### config.mk
export PLATFORM = sky130hd
export DESIGN_NAME = regfile_writeback
export DESIGN_NICKNAME = d
export VERILOG_FILES = /design/src/rtl/regfile_writeback.sv
export SDC_FILE = /design/constraint.sdc
export NUM_CORES = 1
export LEC_CHECK = 0
export ABC_AREA = 1
export BUFFER_PORTS_ARGS = -buffer_cell sky130_fd_sc_hd__buf_4
export CORE_MARGIN = 2
export CORE_UTILIZATION = 47
export DETAILED_ROUTE_END_ITERATION = 8
export PLACE_DENSITY = 0.75
export SLEW_MARGIN = 20
export SYNTH_ARGS = -nofsm -noshare
export SYNTH_HDL_FRONTEND = slang
export SYNTH_SLANG_ARGS = --single-unit
### constraint.sdc
create_clock -name clk -period 2.6 [get_ports clk]
set_input_delay 0.39 -clock clk [delete_from_list [all_inputs] [get_ports clk]]
set_output_delay 0.39 -clock clk [all_outputs]
set_load 0.02 [all_outputs]
### src/rtl/regfile_writeback.sv
// Register file write-back controller.
// Buffers ALU results in a small FIFO, gives loads strict priority over the
// FIFO head, drives a registered write port and tracks outstanding writes
// per register so decode can detect RAW hazards.
module regfile_writeback #(
  parameter int XLEN      = 32,
  parameter int AW        = 5,
  parameter int ALU_DEPTH = 2
) (
  input  logic                         clk,
  input  logic                         rst,
  input  logic                         alu_valid,
  output logic                         alu_ready,
  input  logic [AW-1:0]                alu_rd,
  input  logic [XLEN-1:0]              alu_data,
  input  logic                         lsu_valid,
  input  logic [AW-1:0]                lsu_rd,
  input  logic [XLEN-1:0]              lsu_data,
  input  logic                         issue_valid,
  input  logic [AW-1:0]                issue_rd,
  output logic                         we,
  output logic [AW-1:0]                waddr,
  output logic [XLEN-1:0]              wdata,
  output logic [(2**AW)-1:0]           pending,
  output logic [$clog2(ALU_DEPTH):0]   fifo_count
);

  localparam int PW   = $clog2(ALU_DEPTH);
  localparam int CW   = $clog2(ALU_DEPTH) + 1;
  localparam int NREG = 2**AW;

  logic [AW-1:0]   fifo_rd   [ALU_DEPTH];
  logic [XLEN-1:0] fifo_data [ALU_DEPTH];
  logic [PW-1:0]   wr_ptr;
  logic [PW-1:0]   rd_ptr;
  logic [CW-1:0]   count;

  logic            push;
  logic            pop;
  logic            lsu_take;
  logic            write_next;
  logic [AW-1:0]   waddr_next;
  logic [XLEN-1:0] wdata_next;
  logic [NREG-1:0] pending_next;

  // Full is judged from the registered count only, so a pop in the same
  // cycle never frees a slot for a push.
  assign alu_ready  = (count != CW'(ALU_DEPTH));
  assign fifo_count = count;

  // Results for x0 complete their handshake but are never buffered or written.
  assign push     = alu_valid && alu_ready && (alu_rd != '0);
  assign lsu_take = lsu_valid && (lsu_rd != '0);
  assign pop      = !lsu_take && (count != '0);

  // Select the next write: loads first, then the FIFO head, else hold the bus.
  always_comb begin
    write_next = 1'b0;
    waddr_next = waddr;
    wdata_next = wdata;
    if (lsu_take) begin
      write_next = 1'b1;
      waddr_next = lsu_rd;
      wdata_next = lsu_data;
    end else if (pop) begin
      write_next = 1'b1;
      waddr_next = fifo_rd[rd_ptr];
      wdata_next = fifo_data[rd_ptr];
    end
  end

  // Clear the bit being written, then set the newly issued one so a newer
  // producer on the same register stays visible.
  always_comb begin
    pending_next = pending;
    if (write_next) begin
      pending_next[waddr_next] = 1'b0;
    end
    if (issue_valid && (issue_rd != '0)) begin
      pending_next[issue_rd] = 1'b1;
    end
    pending_next[0] = 1'b0;
  end

  // FIFO storage needs no reset; occupancy is tracked by the count.
  always_ff @(posedge clk) begin
    if (push) begin
      fifo_rd[wr_ptr]   <= alu_rd;
      fifo_data[wr_ptr] <= alu_data;
    end
  end

  // FIFO pointers and occupancy; pointers wrap naturally at the power-of-two depth.
  always_ff @(posedge clk or negedge rst) begin
    if (!rst) begin
      wr_ptr <= '0;
      rd_ptr <= '0;
      count  <= '0;
    end else begin
      if (push) begin
        wr_ptr <= wr_ptr + PW'(1);
      end
      if (pop) begin
        rd_ptr <= rd_ptr + PW'(1);
      end
      case ({push, pop})
        2'b10:   count <= count + CW'(1);
        2'b01:   count <= count - CW'(1);
        default: count <= count;
      endcase
    end
  end

  // Registered write port and hazard scoreboard.
  always_ff @(posedge clk or negedge rst) begin
    if (!rst) begin
      we      <= 1'b0;
      waddr   <= '0;
      wdata   <= '0;
      pending <= '0;
    end else begin
      we      <= write_next;
      waddr   <= waddr_next;
      wdata   <= wdata_next;
      pending <= pending_next;
    end
  end

endmodule

Word-level counts from Yosys, hierarchy flattened
Memories as Yosys holds them, arrays and structs flattened.
Cells that the tools add are included.
{"block": "totals", "reg_bits": 73, "ramBits": 74, "input_bits": 84, "output_inout_bits": 73, "elab_cells": 52, "memories": 2}
{"name": "fifo_data", "depth": 2, "width": 32, "read_ports": 1, "rd_ports_with_merged_regs": 0, "write_ports": 1, "line_no": "33", "rtl": "logic [XLEN-1:0] fifo_data [ALU_DEPTH];"}
{"name": "fifo_rd", "depth": 2, "width": 5, "read_ports": 1, "rd_ports_with_merged_regs": 0, "write_ports": 1, "line_no": "32", "rtl": "logic [AW-1:0] fifo_rd [ALU_DEPTH];"}
{"block": "op_classes", "add_sub_neg": 4, "magnitude_cmp": 4, "eq_ne": 3, "muxes": 15, "n_bitwise": 3, "n_reduce_logical": 14}
{"op": "$mux 32", "count": 4}
{"op": "$and 32x32->32", "count": 1}
{"op": "$not 32->32", "count": 1}
{"op": "$or 32x32->32", "count": 1}
{"op": "$reduce_bool 5->1", "count": 3}
{"op": "$lt 5x6->1 const B", "count": 2}
{"op": "$demux 1 s5", "count": 2}
{"op": "$ge 5x1->1 const B", "count": 2}
{"op": "$mux 5", "count": 2}
{"op": "$logic_and 1x1->1", "count": 7}
{"op": "$mux 1", "count": 6}
{"op": "$reduce_bool 2->1", "count": 3}
{"op": "$pmux 2 s2", "count": 1}
{"op": "$add 1x1->1 const B", "count": 2}
{"op": "$add 2x1->2 const B", "count": 1}
{"op": "$eq 2x1->1 const B", "count": 1}
{"op": "$eq 2x2->1 const B", "count": 1}
{"op": "$ne 2x2->1 const B", "count": 1}
{"op": "$sub 2x1->2 const B", "count": 1}
{"op": "$logic_not 1->1", "count": 1}

Depth between registers and ports, before layout
{"block": "logic_depth", "word_depth": 15, "depth_mapped": 11, "mapped_depth_nobuf": 11}

Worst setup path after synthesis
OpenSTA, ideal clock, no wires.
{"block": "synth_timing", "path_type": "reg2reg", "start": "register count[0] (netlist: fifo_count[0])", "end": "memory fifo_data[0][0], enable pin", "setup_ns": 0.431, "t_arrival_ns": 2.573, "t_required_ns": 2.169, "setup_slack_ns": -0.404, "stages_incl_launch_ff": 5, "n_path_buf": 0, "synth_period_minus_slack_ns": 3.004, "cell_sequence": "dfrtp_1 > inv_1 > nand2_1 > nand3_1 > nor2_1"}
{"block": "synth_between", "elab_chain_len": 5}
{"element": "start: declaration", "line_no": "36", "rtl": "logic [CW-1:0] count;"}
{"element": "start signal: assignment", "line_no": "107", "rtl": "2'b10: count <= count + CW'(1);"}
{"element": "start signal: assignment", "line_no": "108", "rtl": "2'b01: count <= count - CW'(1);"}
{"element": "start signal: assignment", "line_no": "109", "rtl": "default: count <= count;"}
{"element": "$ne 2x2->1", "line_no": "48", "rtl": "assign alu_ready = (count != CW'(ALU_DEPTH));"}
{"element": "via alu_ready", "line_no": "13", "rtl": "output logic alu_ready,"}
{"element": "$logic_and 1x1->1 (2 in series)", "line_no": "52", "rtl": "assign push = alu_valid && alu_ready && (alu_rd != '0);"}
{"element": "$mux 1", "line_no": "87", "rtl": "if (push) begin"}
{"element": "$mux 1 (not written as such)", "line_no": "89", "rtl": "fifo_data[wr_ptr] <= alu_data;"}
{"element": "end: declaration", "line_no": "33"}
The timed path passes the listed nets, and every way through them passes these cells.

Worst setup path in the final report
{"block": "layout_timing", "start": "register rd_ptr", "end": "register pending[5]"}
{"block": "layout_between", "elab_chain_len": 12, "elab_cells_between_ends": 13, "classes_between": "order compare: 2; mux: 6; bitwise: 3; reduce/logical: 1; memory: 1"}
{"element": "start: declaration", "line_no": "35", "rtl": "logic [PW-1:0] rd_ptr;"}
{"element": "start signal: assignment", "line_no": "104", "rtl": "rd_ptr <= rd_ptr + PW'(1);"}
{"element": "$mem_v2 2x5 *"}
{"element": "$mux 5 *", "line_no": "65", "rtl": "end else if (pop) begin"}
{"element": "$mux 5 *", "line_no": "61", "rtl": "if (lsu_take) begin"}
{"element": "via waddr_next[1]", "line_no": "42", "rtl": "logic [AW-1:0] waddr_next;"}
{"element": "$lt 5x6->1 (not written as such) / $ge 5x1->1 (equally long branches)", "line_no": "77", "rtl": "pending_next[waddr_next] = 1'b0;"}
{"element": "$logic_and 1x1->1 (not written as such)", "line_no": "77"}
{"element": "$mux 1 (not written as such)", "line_no": "77"}
{"element": "$demux 1 s5 *", "line_no": "77"}
{"element": "$not 32->32 (no source line) *"}
{"element": "$and 32x32->32 (no source line) *"}
{"element": "$mux 32 *", "line_no": "76", "rtl": "if (write_next) begin"}
{"element": "$or 32x32->32 (no source line)"}
{"element": "$mux 32 *", "line_no": "79", "rtl": "if (issue_valid && (issue_rd != '0)) begin"}
{"element": "via pending_next[5]", "line_no": "44", "rtl": "logic [NREG-1:0] pending_next;"}
{"element": "end signal: assignment", "line_no": "125", "rtl": "pending <= pending_next;"}
{"element": "end: declaration", "line_no": "24", "rtl": "output logic [(2**AW)-1:0] pending,"}
Mark *: on every way through the listed nets, which the timed path passes. The rest lies on a longest branch.
A chain may end at the register's enable or synchronous reset.

==> metrics.yaml <==
status:
  status: "finished with violations"
  failed_checks: "hold timing"
critical_path:
  crit_fanout: 21
  r2r_setup_slack_ps: 440
  reg2reg_from: "rd_ptr"
  criticalPathCategory: "reg -> reg"
  cp.required_ps: 2900
  start_kind: "flip-flop"
  end_kind: "flip-flop"
  ff2ff_path_depth: 9
  arrival_ps: 2460
  r2r_end: "pending[5]"
pwr:
  leakagePower_nw: 3.659
  pwr-share-seq: 0.398
  irDropWorstVdd_mv: 0.7538
  p_comb_frac: 0.336
  power_switching_w: 0.003244
  powerDensity_mw_per_mm2: 1166
  internal-power_w: 0.006076
  swShare: 0.3481
  clkPwrFrac: 0.267
timing:
  tightestPinTransition_ps: 1034
  finClkSkew_ps: 8.150
  setup_ws_ps: 435.8
  fin_setup_tns_ps: 0
  timing_hold_violations_final: 14
  finalCritPeriodShare: 0.8324
  finalSetupViolCount: 0
  max_slew_margin: 0.3054
  rsz0062_at_grt: "no"
  slew_viol_final: 0
  fmax_mhz: 462.1
  holdWs_ps: -11.74
  min_period_ps: 2164
detailed_routing:
  ant_nets: 0
  wl_um: 14290
  avgRoutedWirePerCell_um: 16.00
  drc: 0
  drt_pass1_iterations: 5
  avgViaCountPerCell: 5.111
  drtIter0Drc: 436
  vias: 4564
floorplan:
  coreArea_sq_mm: 0.01252
  num_rows: 41
  die_h_um: 116.9
  initial_core_util: 0.4788
  io_pins: 157
  die_w_um: 116.9
  dieArea_sq_mm: 0.01367
synthesis:
  syn_nets: 627
  synth_top_cell_area_share: 0.3708
  synth_cell_type_count: 28
  synth.avg_cell_area_sq_um: 11.06
  yosysWarnings: 0
  yosysMostFrequentCell: "nand2_1"
  synth_area_leaders: "edfxtp_1, dfrtp_1, nand2_1"
  netlist_area_sq_mm: 0.005993
  synthFlopType: "edfxtp_1"
  ys_async_sr_fraction: 0.4966
  synth_edf_count: 74
  ys_seq_area_frac: 0.6756
  netlist_instances: 542
  ys_seq_elements: 147
  yosysTopAreaCell: "edfxtp_1"
  synth_common_cells: "nand2_1, edfxtp_1, dfrtp_1"
job:
  maxCapViolCount: 0
finish:
  diodes: 0
  syn2layout_area_growth_pct: 33.40
  drive_gt1_frac: 0.2802
  fin_nets: 793
cts:
  post_cts_buffers: 0
  hold_buffers: 0
  cts_resized: 0
  clock_sinks: 147
  clk_latency_ps: 410
  cts_tree: "yes"
  clockRootBuffer: "clkbuf_16"
  clkTransAtPathRegs_ps: 60
  cts_buffer_depth: 2
  htreeDepth: 4
  cts_inserted_buffers: 17
grt:
  overflow: 0
  grt_start_max_net_pins: 45
  grt_pass1_vias: 4535
  track_usage: 0.2196
  grt_pass1_wl_um: 22550
  antenna_found_initial: 0
place:
  post-place-ws_ps: 469.1
  portBuffers: 155
  dp_hpwl_um: 9978
  finalWeightedCongestion: 0.9390
worst_hold_path:
  hold_class: "in -> async"
-- worst max-delay path: stages (launching register included) --
cell and delay [ps]:
dfrtp_2 710, inv_2 210, nand2_1 110, nand2_1 60
o211ai_1 180, nand2_1 150, nor2_1 340, nand3_1 140
nand2_1 100, nand2_1 50
-- flip-flops by register name, indices dropped and copies added, names as in the netlist --
name        count
fifo_data      64
rd_ptr          1
waddr           5
wdata          32
we              1
fifo_rd        10
wr_ptr          1
pending        31
fifo_count      2
-- layout by cell type (no fill, tap or decap), drive strengths merged, types with 3 or more instances in the layout --
| cell type | synthesis | final |
|---|---|---|
| buf | 11 | 163 |
| bufinv | 0 | 3 |
| clkbuf | 5 | 24 |
| dfrtp | 73 | 73 |
| edfxtp | 74 | 74 |
| inv | 29 | 30 |
| mux2i | 28 | 28 |
| nand2 | 196 | 196 |
| nand3 | 29 | 29 |
| nor2 | 34 | 34 |
| nor3 | 6 | 6 |
| o211ai | 31 | 31 |
| o21ai | 13 | 13 |
| o311ai | 4 | 4 |
-- worst max-delay path by stage --
stage / startpoint / depth (start not counted) / slack (ps) / to
6_report: rd_ptr / 9 / 440 / pending[5]
5_1_grt: rd_ptr / 9 / 240 / pending[11]
4_1_cts: rd_ptr / 9 / 470 / pending[16]
3_5_place_dp: rd_ptr / 9 / 470 / pending[4]
3_3_place_gp: rd_ptr / 9 / 530 / pending[16]
2_1_floorplan: fifo_count[0] / 4 / -400 / fifo_data[0][0]
-- per-stage QoR --
step                utilization  instance area [sq um]  hold slack (ps)  cells  total power [W]
floorplan                     -                   5993            94.41    542         0.005475
global placement         0.5903                   7388            434.1    861         0.006790
detailed placement       0.5903                   7388            445.7    861         0.006880
CTS                      0.6387                   7995            9.009    893         0.009377
global route             0.6387                   7995            40.97    893         0.009822
finish                   0.6387                   7995           -11.74    893         0.009321
-- cells by family after synthesis --
kind of cell | synth area share
adder cells (fa/ha/maj) | 0.002087
XOR/XNOR | 0.005847
other | 0.0006257
flip-flops | 0.6756
multiplexers | 0.04676
buffers and inverters | 0.03236
AO/OA/AOI/OAI | 0.05720
AND/OR/NAND/NOR | 0.1795
-- layout make-up --
class                           count  area (sq um)
Inverter                           29         108.9
Tap cell                          172         215.2
Fill cell                        1019          4522
Clock inverter                      8         123.9
Sequential cell                   147          4050
Clock buffer                       24         483.0
Timing Repair Buffer              163          1249
Multi-Input combinational cell    350          1765
-- power by group through the flow --
| stage | Combinational, W | Sequential [W] | Clock [W] |
|---|---|---|---|
| floorplan | 0.00130 | 0.00418 | 0 |
| global placement | 0.00307 | 0.00371 | 0 |
| detailed placement | 0.00315 | 0.00373 | 0 |
| CTS | 0.00315 | 0.00370 | 0.00252 |
| global route | 0.00341 | 0.00379 | 0.00263 |
| finish | 0.00313 | 0.00371 | 0.00249 |
-- routing by layer --
layer  vias to the layer above  GRT usage  routed length, um
met2                       180     0.3672               7083
met1                      2192     0.2686               5802
met4                         0    0.06431                203
met5                         -          0                  0
li1                       2173          -                  -
met3                        19    0.08187               1202
Note: power is estimated with default switching activity, not from simulation.
